### src/rtl/regfile_sb.sv
`default_nettype none
// +----------------------------------------------------------------------------+
// | regfile_sb : parametrised 2R/1W register file with per-register busy      |
// |              scoreboard, optional write-through bypass and zero register. |
// | Revision   : 1.0                                                          |
// +----------------------------------------------------------------------------+
module regfile_sb #(
    parameter int DATA_W   = 16,
    parameter int ADDR_W   = 3,
    parameter int ZERO_REG = 0,
    parameter int BYPASS   = 1
) (
    input  logic              clk,
    input  logic              rst_n,
    input  logic [ADDR_W-1:0] rd_addr_a,
    output logic [DATA_W-1:0] rd_data_a,
    output logic              rd_busy_a,
    input  logic [ADDR_W-1:0] rd_addr_b,
    output logic [DATA_W-1:0] rd_data_b,
    output logic              rd_busy_b,
    input  logic              wr_en,
    input  logic [ADDR_W-1:0] wr_addr,
    input  logic [DATA_W-1:0] wr_data,
    input  logic              rsv_en,
    input  logic [ADDR_W-1:0] rsv_addr,
    output logic              rsv_ok,
    input  logic              flush,
    output logic              wb_err
);

    localparam int DEPTH = 1 << ADDR_W;

    logic [DATA_W-1:0] r_regs [DEPTH];
    logic [DEPTH-1:0]  r_busy;
    logic [DEPTH-1:0]  w_busy_next;
    logic              r_wb_err;
    logic              w_wr_zero;
    logic              w_rsv_zero;
    logic              w_wr_live;
    logic [ADDR_W-1:0] w_rd_addr [2];

    assign w_wr_zero  = (ZERO_REG != 0) && (wr_addr == '0);
    assign w_rsv_zero = (ZERO_REG != 0) && (rsv_addr == '0);
    assign w_wr_live  = wr_en && !w_wr_zero;

    // A same-cycle write-back to the reserved register frees it before the new set.
    assign rsv_ok = rsv_en && !flush && (!r_busy[rsv_addr] || (wr_en && (wr_addr == rsv_addr)));

    assign w_rd_addr[0] = rd_addr_a;
    assign w_rd_addr[1] = rd_addr_b;

    generate
        for (genvar p = 0; p < 2; p++) begin : g_rd_port
            logic              w_zero;
            logic              w_fwd;
            logic [DATA_W-1:0] w_data;
            logic              w_busy;

            assign w_zero = (ZERO_REG != 0) && (w_rd_addr[p] == '0);
            assign w_fwd  = (BYPASS != 0) && wr_en && (wr_addr == w_rd_addr[p]);

            always_comb begin
                w_data = r_regs[w_rd_addr[p]];
                w_busy = r_busy[w_rd_addr[p]];
                if (w_fwd) begin
                    w_data = wr_data;
                    w_busy = 1'b0;
                end
                if (w_zero) begin
                    w_data = '0;
                    w_busy = 1'b0;
                end
            end
        end
    endgenerate

    assign rd_data_a = g_rd_port[0].w_data;
    assign rd_busy_a = g_rd_port[0].w_busy;
    assign rd_data_b = g_rd_port[1].w_data;
    assign rd_busy_b = g_rd_port[1].w_busy;
    assign wb_err    = r_wb_err;

    always_comb begin
        w_busy_next = r_busy;
        if (wr_en) begin
            w_busy_next[wr_addr] = 1'b0;
        end
        if (rsv_ok && !w_rsv_zero) begin
            w_busy_next[rsv_addr] = 1'b1;
        end
        if (flush) begin
            w_busy_next = '0;
        end
    end

    always_ff @(posedge clk or negedge rst_n) begin
        if (!rst_n) begin
            for (int i = 0; i < DEPTH; i++) begin
                r_regs[i] <= '0;
            end
            r_busy   <= '0;
            r_wb_err <= 1'b0;
        end else begin
            r_busy <= w_busy_next;
            if (w_wr_live) begin
                r_regs[wr_addr] <= wr_data;
                if (!r_busy[wr_addr]) begin
                    r_wb_err <= 1'b1;
                end
            end
        end
    end

endmodule
`default_nettype wire
### config.mk
export PLATFORM = sky130hd
export DESIGN_NAME = regfile_sb
export DESIGN_NICKNAME = d
export VERILOG_FILES = /design/src/rtl/regfile_sb.sv
export SDC_FILE = /design/constraint.sdc
export NUM_CORES = 1
export LEC_CHECK = 0
export ABC_CLOCK_PERIOD_IN_PS = 5050
export CAP_MARGIN = 20
export CORE_MARGIN = 2
export CORE_UTILIZATION = 30
export DETAILED_ROUTE_END_ITERATION = 7
export PLACE_DENSITY = 0.52
export SETUP_SLACK_MARGIN = 0.15
export SKIP_LAST_GASP = 1
export SLEW_MARGIN = 30
export SYNTH_ARGS = -nofsm -noshare
export SYNTH_HDL_FRONTEND = slang
export SYNTH_SLANG_ARGS = --single-unit
### constraint.sdc
create_clock -name clk -period 5.05 [get_ports clk]
set_clock_uncertainty 0.15 [all_clocks]
set_input_delay 1.01 -clock clk [delete_from_list [all_inputs] [get_ports clk]]
set_output_delay 1.01 -clock clk [all_outputs]
set_load 0.02 [all_outputs]
==> summary.log, run 1 <==
[logic_synthesis] xor/xnor cell area share of the yosys netlist 1.01%
[logic_synthesis] count of cell types in the netlist 35
[die] initial cell density of the core 30.3%
[die] cell row count 59
[sta] Min Clock Period, post-route 4.45 ns
[power_and_ir_drop] power density cells 397 nW/um^2
[clock_tree] Max Root-Sink Buffers 2
[detailed_routing] starting DRC count in detailed routing 355
[finish] most common library cell in the layout ignoring fill and taps dfrtp_1
[logic_synthesis] Syn Nets 585
[logic_synthesis] syn_area_per_cell 14.2 um^2
[logic_synthesis] Synth Area in Compound Gates 3.46%
[place] estimated wirelength of the detail-placed design 13.6 mm
[clock_tree] number of setup buffers added after CTS 0
[logic_synthesis] post-synth top area share 43.8%
[logic_synthesis] Yosys warnings 0
[logic_synthesis] largest family of logic cells by synthesized area multiplexers
[sta] setup_tns 0 ns
[setup_path] Startpoint Class input port
[detailed_routing] wire per inst 21.8 um
[sta] Peak Freq 225 MHz
[clock_tree] Resized cells post-CTS 0
[run] Max-Cap Viols 0
[detailed_routing] via count 5,016
[clock_tree] worst skew pair latency 0.42 ns
[die] overall die height 165 um
[grt] vias in the first global route 5,481
[place] port buffer count 68
[sta] Final Max Tran Viols 0
[sta] Final Hold Slack 0.333 ns
[grt] wire length of the first global-routing pass 32.8 mm
[hold_path] Cells on Worst Hold Path 1
[logic_synthesis] instance count of the mapped netlist 552
[setup_path] Arrival @ worst endpoint 3.29 ns
[finish] Diodes inserted 0
[finish] fraction of layout cells with a size suffix above 1 42.0%
[finish] core utilization of the finished layout 36.5%
[logic_synthesis] most area-consuming cells after synthesis dfrtp_1, mux4_2, mux2_2
[finish] commonest non-fill, non-tap cells in the layout dfrtp_1, mux2_2, mux4_2, clkdlybuf4s50_1, mux2i_1
[grt] overflow left after global routing 0
[clock_tree] number of buffers added by the clock tree synthesis step 17
[setup_path] endpoint class of the critical path primary output
[sta] number of setup violations in the final report 0
[logic_synthesis] Adder-Cell Fraction of Synth Area 0%
[detailed_routing] count of nets left with antenna violations after detail routing 0
[die] Die X 165 um
[finish] final instance count without filler cells 956
[die] ports placed on the boundary 69
[clock_tree] CTS tree built
[setup_path] capturing point of the worst reg2reg path r_busy[0]
[place] cell count after placement 924
[clock_tree] clock input transition at the sequential cells of the worst setup and hold paths 0.06 ns
[finish] Final nets 641
[finish] relative area change from synthesis to final layout 20.7%
[clock_tree] H-tree levels 4
[logic_synthesis] portion of the post-synthesis area used by sequential elements 43.8%
[place] routability cong. 0.807
[detailed_routing] Vias per Instance 5.25
[hold_path] start point of the worst hold path wb_err
[sta] actual transition at the worst max-transition pin 0.771 ns
[grt] number of antenna violations at the first check in global routing 1
[clock_tree] cell chosen for the clock root clkbuf_16
[power_and_ir_drop] worst-case vdd ir drop 167 uV
[logic_synthesis] netlist area before placement 7820 um^2
[grt] total global routing track utilization 16.2%
[die] Die ar. 27,400 um^2
[setup_path] highest net fanout along the worst path 17
[detailed_routing] count of TritonRoute iterations in the first routing pass 4
[sta] unrepaired setup endpoints after global routing no
[setup_path] critical path type in2out
[sta] post-route clock period utilization 88.1%
[logic_synthesis] portion of netlist area occupied by mux cells 43.6%
[die] Core Box Area 25,800 um^2
[hold_path] hold worst-path end wb_err
[detailed_routing] DRC viols 0
[setup_path] reg-to-reg startpoint r_busy[4]
[setup_path] WP data required 3.89 ns
[detailed_routing] DRT Wirelength 20.8 mm
[setup_path] Worst Reg-to-Reg Cells 4
[hold_path] type of the most critical hold path reg2reg
[clock_tree] CTS hold repair buffers 0
[run_status] run status complete, no violations
[sta] Relative slew margins 48.6%
[power_and_ir_drop] static leakage power 0.00380 uW
[grt] largest net degree at the start of global routing 80
[setup_path] slack of the worst reg-to-reg path 3.15 ns
[logic_synthesis] synthesis-stage register bit count 137
[clock_tree] total number of clock tree sinks 137
[logic_synthesis] basic-gate share of the synthesized area counting and, or, nand and nor cells 3.89%
[logic_synthesis] largest area contributor in the netlist dfrtp_1
[sta] number of hold violations in the final report 0
## report_power, final
group	leakage, uW	total [uW]	switching (uW)	internal [uW]
Clock	0.000282	1220	475	749
Combinational	0.00187	1020	418	605
Sequential	0.00166	1500	175	1330
Total	0.00380	3750	1070	2680
## worst max path at each step
stage / start / cells after the start / to / slack [ns]
after global placement: wr_addr[0] / 6 / rd_data_b[13] / 0.62
after CTS: wr_addr[0] / 6 / rd_data_b[13] / 0.61
after floorplan: rd_addr_b[0] / 5 / rd_data_b[10] / 1.56
after global routing: wr_addr[0] / 7 / rd_data_b[8] / 0.43
final: wr_addr[0] / 6 / rd_data_b[13] / 0.60
after detailed placement: wr_addr[0] / 6 / rd_data_b[13] / 0.61
## sequential cells by signal, summed over array words and instances, names as in the netlist
register  count
r_busy        8
r_regs      128
wb_err        1
## layer usage
layer | track usage (%) | up-vias | part of all wire (%)
met5 | 0 | - | 0
met4 | 6.19 | 0 | 2.1
met3 | 3.02 | 29 | 4.2
met2 | 27.4 | 120 | 51
met1 | 20.6 | 2656 | 42
li1 | - | 2211 | -
## final cells by class
class                   count  area [um^2]
fillers                  2468        16400
inverters                   8         30.0
clock inverters            12          125
flip-flops and latches    137         3430
well taps                 335          419
clock buffers              20          457
multi-input cells         351         4060
repair buffers             93          917
## cells by family (layout without fill, tap and decap cells)
kind of cell | after synthesis | in the layout
AO/OA/AOI/OAI | 46 | 46
XOR/XNOR | 9 | 9
buffers and inverters | 64 | 133
flip-flops | 137 | 137
multiplexers | 236 | 236
AND/OR/NAND/NOR | 60 | 60
## Yosys cell counts
cell       number
o2bb2ai_1       1
o41a_1          1
o21a_1          1
nor2b_1         2
nand2b_1        2
buf_1           5
mux2_1          3
or4_4           1
buf_2          20
nor3b_2         2
nor4_1          2
nor3_2          2
buf_6           1
a31oi_1         1
o32ai_1         3
buf_4          15
a21oi_1        33
a32o_1          1
xor2_1          3
nand2_1         6
o31ai_1         2
inv_1           8
nor2_1         34
mux4_2         71
dfrtp_1       137
nand3_1         3
mux2i_1        37
nand4b_1        3
o211ai_1        1
xnor2_1         6
a21o_1          1
o21ai_1         1
clkbuf_1       15
mux2_2        125
nand4_1         3
## critical path: stages
cell and delay, ns:
clkdlybuf4s50_1 0.81, xnor2_1 0.18, nand4_1 0.13, buf_4 0.25, a21oi_1 0.24, clkdlybuf4s50_1 0.66
## stage by stage
| step | instance area (um^2) | power (uW) | worst slack [ns] |
|---|---|---|---|
| after detailed placement | 8860 | 2550 | 0.615 |
| after CTS | 9440 | 3790 | 0.606 |
| after floorplan | 7820 | 2160 | 1.56 |
| after global placement | 8850 | 2510 | 0.616 |
| after global routing | 9440 | 3950 | 0.435 |
| final | 9440 | 3750 | 0.601 |
Power figures use the tool's default switching activity.
==> inputs of run 2 (changes only) <==
--- a/config.mk
+++ b/config.mk
@@ -17,3 +17,4 @@
 export SYNTH_ARGS = -nofsm -noshare
 export SYNTH_HDL_FRONTEND = slang
 export SYNTH_SLANG_ARGS = --single-unit
+export TNS_END_PERCENT = 1
==> results of run 2 <==
Same layout as run 1: the final DEF is identical, and so are final timing and power.
==> inputs of run 3 (changes only) <==
--- a/config.mk
+++ b/config.mk
@@ -5,7 +5,7 @@
 export SDC_FILE = /design/constraint.sdc
 export NUM_CORES = 1
 export LEC_CHECK = 0
-export ABC_CLOCK_PERIOD_IN_PS = 5050
+export ABC_CLOCK_PERIOD_IN_PS = 4650
 export CAP_MARGIN = 20
 export CORE_MARGIN = 2
 export CORE_UTILIZATION = 30
==> constraint.sdc (replaced) <==
create_clock -name clk -period 4.65 [get_ports clk]
set_clock_uncertainty 0.15 [all_clocks]
set_input_delay 0.93 -clock clk [delete_from_list [all_inputs] [get_ports clk]]
set_output_delay 0.93 -clock clk [all_outputs]
set_load 0.02 [all_outputs]
==> summary.log, run 3 (synthesis gave the netlist of run 1 again) <==
[run_status] run status complete, no violations
[sta] Min Clock Period, post-route 4.30 ns
[detailed_routing] Vias per Instance 5.25 [about the same]
[die] Core Box Area 25,800 um^2 [unchanged]
[die] Die ar. 27,400 um^2 [unchanged]
[setup_path] Arrival @ worst endpoint 3.22 ns [-0.07 ns]
[power_and_ir_drop] worst-case vdd ir drop 227 uV [+36%]
[clock_tree] CTS tree built
[finish] Reg with most FFs r_regs
[clock_tree] H-tree levels 4 [unchanged]
[finish] number of flip-flops under the largest register name 128 [unchanged]
[grt] number of antenna violations at the first check in global routing 0 [-1]
[sta] Final Hold Slack 0.308 ns [-0.0256 ns]
[grt] vias in the first global route 5,445 [-0.66%]
[setup_path] endpoint class of the critical path primary output
[clock_tree] Max Root-Sink Buffers 2 [unchanged]
[finish] most common library cell in the layout ignoring fill and taps dfrtp_1
[place] cell count after placement 922 [-0.22%]
[sta] post-route clock period utilization 92.5%
[clock_tree] worst skew pair latency 0.42 ns [about the same]
[finish] relative area change from synthesis to final layout 21.6%
[setup_path] highest net fanout along the worst path 33 [+16]
[detailed_routing] wire per inst 21.8 um [+0.43%]
[die] ports placed on the boundary 69 [unchanged]
[sta] number of hold violations in the final report 0 [unchanged]
[grt] wire length of the first global-routing pass 32.6 mm [-0.69%]
[place] port buffer count 68 [unchanged]
[grt] overflow left after global routing 0 [unchanged]
[sta] Peak Freq 233 MHz
[place] routability cong. 0.762 [-5.7%]
[die] initial cell density of the core 30.3% [unchanged]
[finish] fraction of layout cells with a size suffix above 1 41.7% [-0.28 points]
[detailed_routing] count of TritonRoute iterations in the first routing pass 4 [unchanged]
[place] estimated wirelength of the detail-placed design 12.9 mm [-5.3%]
[setup_path] WP data required 3.57 ns [-0.32 ns]
[sta] Relative slew margins 48.0% [-0.60 points]
[power_and_ir_drop] static leakage power 0.00384 uW [+0.88%]
[finish] final instance count without filler cells 953 [-0.31%]
[sta] actual transition at the worst max-transition pin 0.780 ns [+0.00895 ns]
[sta] final worst setup slack 0.350 ns [-0.252 ns]
[detailed_routing] DRC viols 0 [unchanged]
[finish] commonest non-fill, non-tap cells in the layout dfrtp_1, mux2_2, mux4_2, clkdlybuf4s50_1, mux2i_1
[grt] total global routing track utilization 16.2% [+0.059 points]
[die] cell row count 59 [unchanged]
[detailed_routing] DRT Wirelength 20.8 mm [+0.12%]
[power_and_ir_drop] power density cells 444 nW/um^2 [+12%]
[detailed_routing] via count 5,002 [-0.28%]
[detailed_routing] count of nets left with antenna violations after detail routing 0 [unchanged]
[grt] largest net degree at the start of global routing 83 [+3.8%]
[clock_tree] Resized cells post-CTS 0 [unchanged]
[die] Die X 165 um [unchanged]
[clock_tree] number of buffers added by the clock tree synthesis step 17 [unchanged]
[finish] Diodes inserted 0 [unchanged]
[power_and_ir_drop] final total power 4230 uW [+13%]
[sta] setup_tns 0 ns [unchanged]
[sta] unrepaired setup endpoints after global routing no
[clock_tree] total number of clock tree sinks 137 [unchanged]
[run] Max-Cap Viols 0 [unchanged]
[die] overall die height 165 um [unchanged]
[setup_path] critical path type in2out
[clock_tree] number of setup buffers added after CTS 0 [unchanged]
[setup_path] Startpoint Class input port
[detailed_routing] starting DRC count in detailed routing 342 [-3.7%]
[finish] Final nets 639 [-0.31%]
[clock_tree] cell chosen for the clock root clkbuf_16
[hold_path] type of the most critical hold path reg2reg
[clock_tree] CTS hold repair buffers 0 [unchanged]
[sta] Final Max Tran Viols 0 [unchanged]
[clock_tree] clock input transition at the sequential cells of the worst setup and hold paths 0.06 ns [about the same]
[sta] number of setup violations in the final report 0 [unchanged]
[place] post-placement worst setup slack 0.380 ns [-0.235 ns]
## run 3: power breakdown
part	switching [uW]	leakage, uW	internal (uW)
combinational	452	0.00187	658
clock	527	0.000313	962
sequential	184	0.00166	1440
## run 3: worst paths after layout
path | start | end | slack [ns] | cells after the start
min in group asynchronous | rst_n | r_regs[114] | 0.41 | 1
worst min register to register | wb_err | wb_err | 0.31 | 1
max in group asynchronous | rst_n | r_regs[123] | 3.14 | 2
worst min-delay path | wb_err | wb_err | 0.31 | 1
worst max register to register | r_busy[0] | r_busy[4] | 2.74 | 4
worst max-delay path | wr_addr[0] | rd_data_a[1] | 0.35 | 6
## run 3: layout make-up
class                      instances  area [um^2]
fill                            2462        16300
multi-input combinational        351         4060
sequential                       137         3430
timing repair buffer              91          927
clock buffer                      19          443
tap                              335          419
clock inverter                    12          199
inverter                           8         30.0
## run 3: critical path: stages
cell	delay, ns
clkdlybuf4s50_1	0.79
xnor2_1	0.17
nand4_1	0.16
buf_12	0.23
a21oi_1	0.26
clkdlybuf4s50_1	0.66
## run 3: metrics by stage
| step | instance area, um^2 | utilization, % |
|---|---|---|
| 2_1_floorplan | 7820 | - |
| 3_3_place_gp | 8860 | 34.3 |
| 3_5_place_dp | 8870 | 34.3 |
| 4_1_cts | 9510 | 36.8 |
| 5_1_grt | 9510 | 36.8 |
| 6_report | 9510 | 36.8 |
## run 3: per-layer routing
layer	GRT usage [%]	wire length, um
met1	20.8	8980
met2	27.5	10600
met3	3.22	925
met4	5.64	345
met5	0	0
